--- config.mk ---
export PLATFORM = sky130hd
export DESIGN_NAME = mem_port_arbiter
export DESIGN_NICKNAME = d
export VERILOG_FILES = /design/src/rtl/mem_port_arbiter.sv
export SDC_FILE = /design/constraint.sdc
export NUM_CORES = 1
export LEC_CHECK = 0
export ABC_CLOCK_PERIOD_IN_PS = 2000
export CAP_MARGIN = 10
export CORE_MARGIN = 2
export CORE_UTILIZATION = 25
export CTS_CLUSTER_SIZE = 28
export DETAILED_ROUTE_END_ITERATION = 8
export DONT_BUFFER_PORTS = 1
export SLEW_MARGIN = 20
export SYNTH_ARGS = -nofsm -noshare
export SYNTH_HDL_FRONTEND = slang
export SYNTH_SLANG_ARGS = --single-unit
--- constraint.sdc ---
create_clock -name clk -period 2 [get_ports clk]
set_clock_uncertainty 0.2 [all_clocks]
set_input_delay 0.2 -clock clk [delete_from_list [all_inputs] [get_ports clk]]
set_output_delay 0.2 -clock clk [all_outputs]
set_load 0.01 [all_outputs]
--- src/rtl/mem_port_arbiter.sv ---
// Arbitrates the shared single-port SRAM between instruction fetch and load/store,
// sequencing each access through a multi-cycle read or write strobe FSM.
module mem_port_arbiter #(
    parameter int ACCESS_CYCLES = 2,
    parameter int SRAM_ADDR_W   = 18
) (
    input  logic                   clk,
    input  logic                   rst,
    input  logic                   if_req,
    input  logic [15:0]            if_addr,
    output logic [15:0]            if_data,
    output logic                   if_valid,
    input  logic                   mem_read,
    input  logic                   mem_write,
    input  logic [15:0]            mem_addr,
    input  logic [15:0]            mem_wdata,
    output logic [15:0]            mem_rdata,
    output logic                   mem_done,
    output logic                   stall_if,
    output logic                   stall_mem,
    output logic [SRAM_ADDR_W-1:0] sram_addr,
    output logic [15:0]            sram_dq_o,
    input  logic [15:0]            sram_dq_i,
    output logic                   sram_dq_oe,
    output logic                   sram_ce_n,
    output logic                   sram_oe_n,
    output logic                   sram_we_n
);

    typedef enum logic [2:0] {IDLE, READ, WR_SETUP, WR_PULSE, DONE} state_t;

    localparam logic [3:0] LAST_CNT = 4'(ACCESS_CYCLES - 1);

    state_t                 state_q, state_d;
    logic [3:0]             wait_cnt_q, wait_cnt_d;
    logic                   owner_q, owner_d;
    logic                   last_mem_q, last_mem_d;
    logic                   is_write_q, is_write_d;
    logic [SRAM_ADDR_W-1:0] sram_addr_q, sram_addr_d;
    logic [15:0]            sram_dq_q, sram_dq_d;
    logic [15:0]            if_data_q, if_data_d;
    logic [15:0]            mem_rdata_q, mem_rdata_d;
    logic                   if_valid_q, if_valid_d;
    logic                   mem_done_q, mem_done_d;

    logic mem_pending;
    logic grant_mem;

    assign mem_pending = mem_read | mem_write;
    // When both stages are waiting, the stage that did not own the last access wins.
    assign grant_mem   = mem_pending & (~if_req | ~last_mem_q);

    always_comb begin
        // NOTE: every signal gets a default before the case so no path leaves it unassigned (no latches).
        state_d     = state_q;
        wait_cnt_d  = wait_cnt_q;
        owner_d     = owner_q;
        last_mem_d  = last_mem_q;
        is_write_d  = is_write_q;
        sram_addr_d = sram_addr_q;
        sram_dq_d   = sram_dq_q;
        if_data_d   = if_data_q;
        mem_rdata_d = mem_rdata_q;
        if_valid_d  = 1'b0;
        mem_done_d  = 1'b0;
        sram_ce_n   = 1'b1;
        sram_oe_n   = 1'b1;
        sram_we_n   = 1'b1;
        sram_dq_oe  = 1'b0;

        unique case (state_q)
            IDLE: begin
                if (mem_pending || if_req) begin
                    owner_d     = grant_mem;
                    is_write_d  = grant_mem & mem_write;
                    sram_addr_d = grant_mem ? SRAM_ADDR_W'(mem_addr) : SRAM_ADDR_W'(if_addr);
                    sram_dq_d   = mem_wdata;
                    wait_cnt_d  = 4'd0;
                    state_d     = (grant_mem && mem_write) ? WR_SETUP : READ;
                end
            end
            READ: begin
                sram_ce_n = 1'b0;
                sram_oe_n = 1'b0;
                if (wait_cnt_q == LAST_CNT) begin
                    if (owner_q) begin
                        mem_rdata_d = sram_dq_i;
                        mem_done_d  = 1'b1;
                    end else begin
                        if_data_d  = sram_dq_i;
                        if_valid_d = 1'b1;
                    end
                    state_d = DONE;
                end else begin
                    wait_cnt_d = wait_cnt_q + 4'd1;
                end
            end
            WR_SETUP: begin
                sram_ce_n  = 1'b0;
                sram_dq_oe = 1'b1;
                wait_cnt_d = 4'd0;
                state_d    = WR_PULSE;
            end
            WR_PULSE: begin
                sram_ce_n  = 1'b0;
                sram_we_n  = 1'b0;
                sram_dq_oe = 1'b1;
                if (wait_cnt_q == LAST_CNT) begin
                    mem_done_d = 1'b1;
                    state_d    = DONE;
                end else begin
                    wait_cnt_d = wait_cnt_q + 4'd1;
                end
            end
            DONE: begin
                // Data hold cycle after a write keeps the bus driven past the we_n rise.
                sram_dq_oe = is_write_q;
                last_mem_d = owner_q;
                state_d    = IDLE;
            end
            default: state_d = IDLE;
        endcase
    end

    always_ff @(posedge clk) begin
        // NOTE: sequential state uses non-blocking assignments so all registers update together.
        if (rst) begin
            state_q     <= IDLE;
            wait_cnt_q  <= 4'd0;
            owner_q     <= 1'b0;
            last_mem_q  <= 1'b0;
            is_write_q  <= 1'b0;
            sram_addr_q <= '0;
            sram_dq_q   <= 16'h0000;
            if_data_q   <= 16'h0000;
            mem_rdata_q <= 16'h0000;
            if_valid_q  <= 1'b0;
            mem_done_q  <= 1'b0;
        end else begin
            state_q     <= state_d;
            wait_cnt_q  <= wait_cnt_d;
            owner_q     <= owner_d;
            last_mem_q  <= last_mem_d;
            is_write_q  <= is_write_d;
            sram_addr_q <= sram_addr_d;
            sram_dq_q   <= sram_dq_d;
            if_data_q   <= if_data_d;
            mem_rdata_q <= mem_rdata_d;
            if_valid_q  <= if_valid_d;
            mem_done_q  <= mem_done_d;
        end
    end

    assign sram_addr = sram_addr_q;
    assign sram_dq_o = sram_dq_q;
    assign if_data   = if_data_q;
    assign mem_rdata = mem_rdata_q;
    assign if_valid  = if_valid_q;
    assign mem_done  = mem_done_q;
    assign stall_if  = if_req & ~if_valid_q;
    assign stall_mem = mem_pending & ~mem_done_q;

endmodule

==> results of run 1 <==
==> through the flow <==
| stage | hold slack [ps] | instance area, um^2 | std cells | power, mW | worst slack, ps |
|---|---|---|---|---|---|
| 3_5_place_dp | 86.9 | 3560 | 509 | 2.25 | 145 |
| 3_3_place_gp | 85.1 | 3560 | 509 | 2.23 | 227 |
| 6_report | 37.6 | 4620 | 595 | 4.19 | 127 |
| 5_1_grt | 40.8 | 4620 | 595 | 4.38 | 33.0 |
| 4_1_cts | 26.7 | 4610 | 594 | 4.24 | 83.7 |
| 2_1_floorplan | 148 | 3440 | 353 | 2.16 | 212 |
==> placed cells by master (no fill, tap or decap), drive strengths merged, types with 3 or more instances in the layout <==
cell and count:
or3 4, nand2b 51, clkbuf 12, buf 13, nor3 4, o21ai 20
nand2 4, a31oi 4, nand3 22, a21oi 35, dlygate4sd3 68, nor2 8
nor2b 3, inv 3, a211oi 17, dfxtp 76, mux2i 48
==> kinds of logic after synthesis <==
logic type / synth area share
compound gates: 0.150
fa+ha+maj: 0.00729
buf+inv: 0.0616
flops: 0.443
mux: 0.143
other cells: 0.00109
simple gates: 0.194
==> layout make-up <==
type | instances | area [um^2] | share of cell area
multi-input cells | 243 | 1710 | 0.370
flip-flops and latches | 76 | 1520 | 0.329
repair buffers | 81 | 823 | 0.178
clock buffers | 12 | 267 | 0.0577
well taps | 176 | 220 | 0.0476
clock inverters | 4 | 70.1 | 0.0152
inverters | 3 | 11.3 | 0.00244
==> worst max-delay path by stage <==
stage | startpoint | endpoint | slack (ps) | cells after the start
finish | state_q[0] | if_data[5] | 130 | 4
detailed placement | wait_cnt_q[1] | if_data[1] | 150 | 6
CTS | state_q[0] | sram_dq_oe | 80 | 4
floorplan | wait_cnt_q[0] | if_data[10] | 210 | 6
global placement | wait_cnt_q[1] | if_data[9] | 230 | 6
global route | state_q[0] | if_data[15] | 30 | 4
==> state kept, by name, indices dropped and copies added, names as in the netlist, 3 cells and up <==
signal      count
if_data        16
mem_rdata      16
sram_addr      16
sram_dq_o      16
wait_cnt_q      4
state_q         3
==> metal layers <==
| metal | GRT usage | up-vias | share of wire |
|---|---|---|---|
| li1 | - | 1361 | - |
| met4 | 0.0639 | 0 | 0.027 |
| met1 | 0.151 | 1320 | 0.43 |
| met3 | 0.0540 | 16 | 0.071 |
| met2 | 0.206 | 95 | 0.47 |
| met5 | 0 | - | 0 |
==> cells in the mapped netlist (2+ instances only) <==
master    number  area (um^2)
ha_1           2         25.0
buf_2          9         45.0
dfxtp_1       76         1520
nor2b_1        2         12.5
inv_1          3         11.3
o21ai_0       14         70.1
nor2_2         2         12.5
nand3_1       22          110
nand2b_1      51          319
a21oi_1       35          175
nor2_1         6         22.5
or3_1          3         18.8
a221oi_1       2         17.5
buf_6          6         67.6
clkbuf_1      12         45.0
nand2_1        4         15.0
and2_1         2         12.5
a211oi_1      17          128
mux2i_1       48          480
o21ai_1        6         30.0
buf_4          3         22.5
nor3_1         2         10.0
a31oi_1        4         25.0
==> power groups by stage <==
| stage | clock network, mW | registers, mW | logic [mW] |
|---|---|---|---|
| after CTS | 1.88 | 1.75 | 0.603 |
| after global routing | 1.94 | 1.77 | 0.668 |
| after global placement | 0 | 1.78 | 0.446 |
| final | 1.83 | 1.75 | 0.605 |
| after floorplan | 0 | 1.75 | 0.412 |
| after detailed placement | 0 | 1.79 | 0.466 |
==> critical path, stage by stage (launching register included) <==
cell and delay, ps:
dfxtp_1 610, nor2b_4 340, and3_1 240, buf_12 180, mux2i_1 220
==> what timing repair did <==
action,in CTS,in global routing
resized for setup,0,1
endpoints found under the hold margin,76,0
hold buffers,69,0
setup endpoints to repair,0,2
setup buffers,0,1
==> summary.md, run 1 <==
| Metric | Value |
|---|---|
| Setup_tns | `0 ps` |
| Hold Vio Cnt, Final | `0` |
| Avg WL per Cell | `16.0 um` |
| CTS clk-pin slew, worst paths | `approximately 60 ps` |
| Full die area | `about 15,000 um^2` |
| Routed Antenna Nets | `0` |
| Total congestion overflow | `0` |
| Clk sink count | `76` |
| Post-Syn Area | `3430 um^2` |
| Slew at the pin closest to its max-slew limit | `691 ps` |
| Largest fanout on the critical path | `16` |
| Avg Cell Area, Syn | `9.75 um^2` |
| Initial DRT Pass Iterations | `4` |
| Share of cells above drive strength 1 | `0.100` |
| Number of DRC markers in iteration 0 | `127` |
| Post-synth EDFFs | `0` |
| Core area | `approximately 13,000 um^2` |
| Gpl congestion | `0.717` |
| RSZ-0062 raised after global routing | `false` |
| Synth Instances | `352` |
| Root buffer cell | `clkbuf_16` |
| Worst Hold End | `state_q[1]` |
| Antenna cells | `0` |
| Worst setup SP type | `flop` |
| Leakage power | `between 1.5 and 2 nW` |
| Ys Warns | `0` |
| Port bufs | `0` |
| Vias in the first global route | `around 2,800` |
| Period utilisation layout | `0.937` |
| Starting density of the core | `0.257` |
| Commonest register cell after synthesis | `dfxtp_1` |
| Worst flop-to-flop path endpoint | `if_data[5]` |
| Top Ports | `143` |
| CP Data Arrival Time | `1940 ps` |
| Worst reg2reg startpoint | `state_q[0]` |
| Die H | `121 um` |
| Post-DP HPWL | `6090 um` |
| Clock share of power | `0.436` |
| Longest Clk Path Bufs | `2` |
| Final Setup Violations | `0` |
| Detailed Route WL | `9520 um` |
| Vias | `2,792` |
| Initial antenna violation count | `0` |
| CTS tree | `yes` |
| P&R area growth vs syn | `34.6%` |
| Routed vias/inst | `4.69` |
| Critical path class | `reg2reg` |
| Peak supply drop | `0.000407 V` |
| Largest net degree at the start of global routing | `95` |
| Worst hold path startpoint | `mem_write` |
| Total track usage | `0.130` |
| Status | `finished clean` |
| Combinational share of power | `0.145` |
| Final #Nets | `485` |
| Pins Over Slew Limit | `0` |
| Pint | `3.11 mW` |
| Setup crit end kind | `flop` |
| Crit path required time | `around 2100 ps` |
| Reg2reg setup slack | `130 ps` |
| H-tree Lvls | `3` |
| Seq cells post-synth | `76` |
| Die X-Extent | `121 um` |
| Async SR Flop Fraction | `0` |
| MaxCap Viol Count | `0` |
| Fin crit period | `1870 ps` |
| Seq pwr share | `0.419` |
| Sw power | `1.08 mW` |
| Seq/Total Area, Yosys | `0.443` |
| R2R depth | `4` |
| Power per cell area | `between 900 and 1000 nW/um^2` |
| Synth unique cells | `44` |
| Remaining DRCs | `0` |
| Rel. slew slack | `0.539` |
| # fillers | `1,345` |
| Fmax | `534 MHz` |
| Final Util | `0.346` |
| CTS Buf Count | `9` |
| Rows | `between 40 and 50` |
| Worst Hold Class | `in2reg` |
| Hold path depth | `3` |
| Clk_lat worst skew | `~350 ps` |
| Global-route wire length before repair | `14,600 um` |
| Sw frac | `0.257` |
Power figures use the tool's default switching activity.
==> run 2, diff against run 1 <==
Settings changed: MAX_ROUTING_LAYER set to met4, REMOVE_ABC_BUFFERS set to 1.
==> run 2 against run 1 <==
  * Sequential power about the same
  * Non-clock buffer count decreased by 3
  * Clock power decreased by 4%
  * Via count increased by 1.3%
  * Combinational power decreased by 2%
  * Sequential share of layout area increased by 0.30 points
  * Total power decreased by 1.8%
  * Largest power group is now registers
  * Highest routed layer unchanged
==> summary.md, run 2 (synthesized netlist as in run 1, its figures left out) <==
| Metric | Value |
|---|---|
| Rows | `42 (unchanged)` |
| Total congestion overflow | `0 (unchanged)` |
| Largest fanout on the critical path | `10 (-6)` |
| Crit-path max cell delay | `580 ps (-30 ps)` |
| Setup crit end kind | `output port` |
| Starting density of the core | `0.257 (unchanged)` |
| Initial DRT Pass Iterations | `4 (unchanged)` |
| Leakage power | `1.70 nW (-2.3%)` |
| # fillers | `1,318 (-2.0%)` |
| Initial antenna violation count | `0 (unchanged)` |
| Vias in the first global route | `2,946 (+4.0%)` |
| Worst reg2reg startpoint | `wait_cnt_q[0]` |
| MaxCap Viol Count | `0 (unchanged)` |
| RSZ-0062 raised after global routing | `false` |
| Top Ports | `143 (unchanged)` |
| Power per cell area | `896 nW/um^2 (-1.0%)` |
| Core area | `13,300 um^2 (unchanged)` |
| Remaining DRCs | `0 (unchanged)` |
| Longest Clk Path Bufs | `2 (unchanged)` |
| Routed Antenna Nets | `0 (unchanged)` |
| CP Data Arrival Time | `1520 ps (-420 ps)` |
| Hold path depth | `3 (unchanged)` |
| Slew at the pin closest to its max-slew limit | `699 ps (+8.33 ps)` |
| R2R depth | `5 (+1)` |
| CTS Buf Count | `9 (unchanged)` |
| Setup ws final | `82.1 ps (-44.8 ps)` |
| Full die area | `14,700 um^2 (unchanged)` |
| Leading cell type in the layout, fill and taps excluded | `dfxtp_1` |
| Antenna cells | `0 (unchanged)` |
| Worst Hold End | `state_q[1]` |
| Total track usage | `0.136 (+0.00635)` |
| Number of setup buffers added after CTS | `0 (unchanged)` |
| Avg WL per Cell | `16.1 um (+0.71%)` |
| CP max-delay cell | `dfxtp_1` |
| CTS clk-pin slew, worst paths | `70 ps (about the same)` |
| Pins Over Slew Limit | `0 (unchanged)` |
| Fin crit period | `1920 ps (+44.8 ps)` |
| Worst setup SP type | `flop` |
| Gpl congestion | `0.720 (+0.43%)` |
| Clk sink count | `76 (unchanged)` |
| Post-DP HPWL | `5730 um (-6.0%)` |
| CP bufs+invs | `1 (unchanged)` |
| Final #Nets | `482 (-0.62%)` |
| H-tree Lvls | `3 (unchanged)` |
| Crit path required time | `1600 ps (-470 ps)` |
| Fin cells | `592 (-0.50%)` |
| Period utilisation layout | `0.959 (+0.0224)` |
| Number of DRC markers in iteration 0 | `122 (-3.9%)` |
| Rel. slew slack | `0.533 (-0.00557)` |
| Die X-Extent | `121 um (unchanged)` |
| Fmax | `521 MHz (-2.3%)` |
| Largest net degree at the start of global routing | `95 (unchanged)` |
| Detailed Route WL | `9540 um (+0.20%)` |
| Clk_lat worst skew | `340 ps (about the same)` |
| Hold Vio Cnt, Final | `0 (unchanged)` |
| Peak supply drop | `0.000436 V (+7.3%)` |
| Routed vias/inst | `4.78 (+1.8%)` |
| P&R area growth vs syn | `33.5%` |
| Share of cells above drive strength 1 | `0.0986 (-0.00168)` |
| Largest delay share family, worst path | `flip-flops` |
| Root buffer cell | `clkbuf_16` |
| Die H | `121 um (unchanged)` |
| Final Setup Violations | `0 (unchanged)` |
| Worst flop-to-flop path endpoint | `if_data[10]` |
| Global-route wire length before repair | `15,000 um (+3.0%)` |
| Reg2reg setup slack | `140 ps (about the same)` |
| Status | `finished clean` |
| Worst hold path startpoint | `mem_write` |
| Port bufs | `0 (unchanged)` |
| Most frequent cells in the layout | `dfxtp_1 (75), dlygate4sd3_1 (68), nand2b_1 (51)` |
| Vias | `2,827 (+1.3%)` |
| DP Cell Count | `507 (-0.39%)` |
| Critical path class | `reg2out` |
| CTS tree | `yes` |
| Setup_tns | `0 ps (unchanged)` |
| Worst-path cell chain | `nor2_2 > buf_4 > or2_2` |
| Placement Setup Slack | `74.7 ps (-70.7 ps)` |
| Worst Hold Class | `in2reg` |
==> run 2: worst min-delay path: stages <==
cell	delay, ps
a21boi_1	130
o21bai_1	120
a211oi_1	60
==> run 2: per-layer routing <==
layer / vias to the layer above / wire length (um) / track usage
li1: 1362 / - / -
met1: 1353 / 3760 / 0.145
met2: 94 / 5040 / 0.231
met3: 18 / 488 / 0.0381
met4: 0 / 249 / 0.0711
met5: - / 0 / -
==> run 2: metrics by stage <==
stage          total power [mW]   util  hold slack (ps)  instance area (um^2)
3_5_place_dp               2.24  0.266             81.7                  3550
3_3_place_gp               2.22  0.266             78.0                  3550
5_1_grt                    4.29  0.343             22.7                  4580
2_1_floorplan              2.09      -             69.1                  3240
4_1_cts                    4.16  0.343             3.47                  4580
6_report                   4.11  0.343             16.4                  4580
==> run 2: report_power, final <==
| part | switching (mW) | internal (mW) | leakage, nW | total, mW |
|---|---|---|---|---|
| sequential | 0.141 | 1.62 | 0.621 | 1.76 |
| combinational | 0.300 | 0.293 | 0.930 | 0.593 |
| clock | 0.660 | 1.09 | 0.149 | 1.75 |
==> run 2: what timing repair did <==
item	4_1_cts	5_1_grt
hold endpoints to repair	76	0
endpoints found under the setup margin	0	22
hold buffers	69	0
resized for setup	0	3
==> run 2: final cells by class <==
class / instances / area (um^2) / share of cell area
clock buffers: 10 / 229 / 0.0499
clock inverters: 6 / 88.8 / 0.0194
inverters: 3 / 11.3 / 0.00246
multi-input cells: 243 / 1710 / 0.373
flip-flops and latches: 76 / 1520 / 0.332
well taps: 176 / 220 / 0.0480
repair buffers: 78 / 801 / 0.175
==> run 2: worst max path at each step <==
stage                   from           to  cells after the start
3_5_place_dp   wait_cnt_q[0]   if_data[5]                      5
4_1_cts        wait_cnt_q[0]   if_data[1]                      5
3_3_place_gp   wait_cnt_q[0]  if_data[15]                      5
5_1_grt        wait_cnt_q[1]  if_data[14]                      6
6_report          state_q[0]    sram_ce_n                      3
2_1_floorplan  wait_cnt_q[0]   if_data[0]                      4
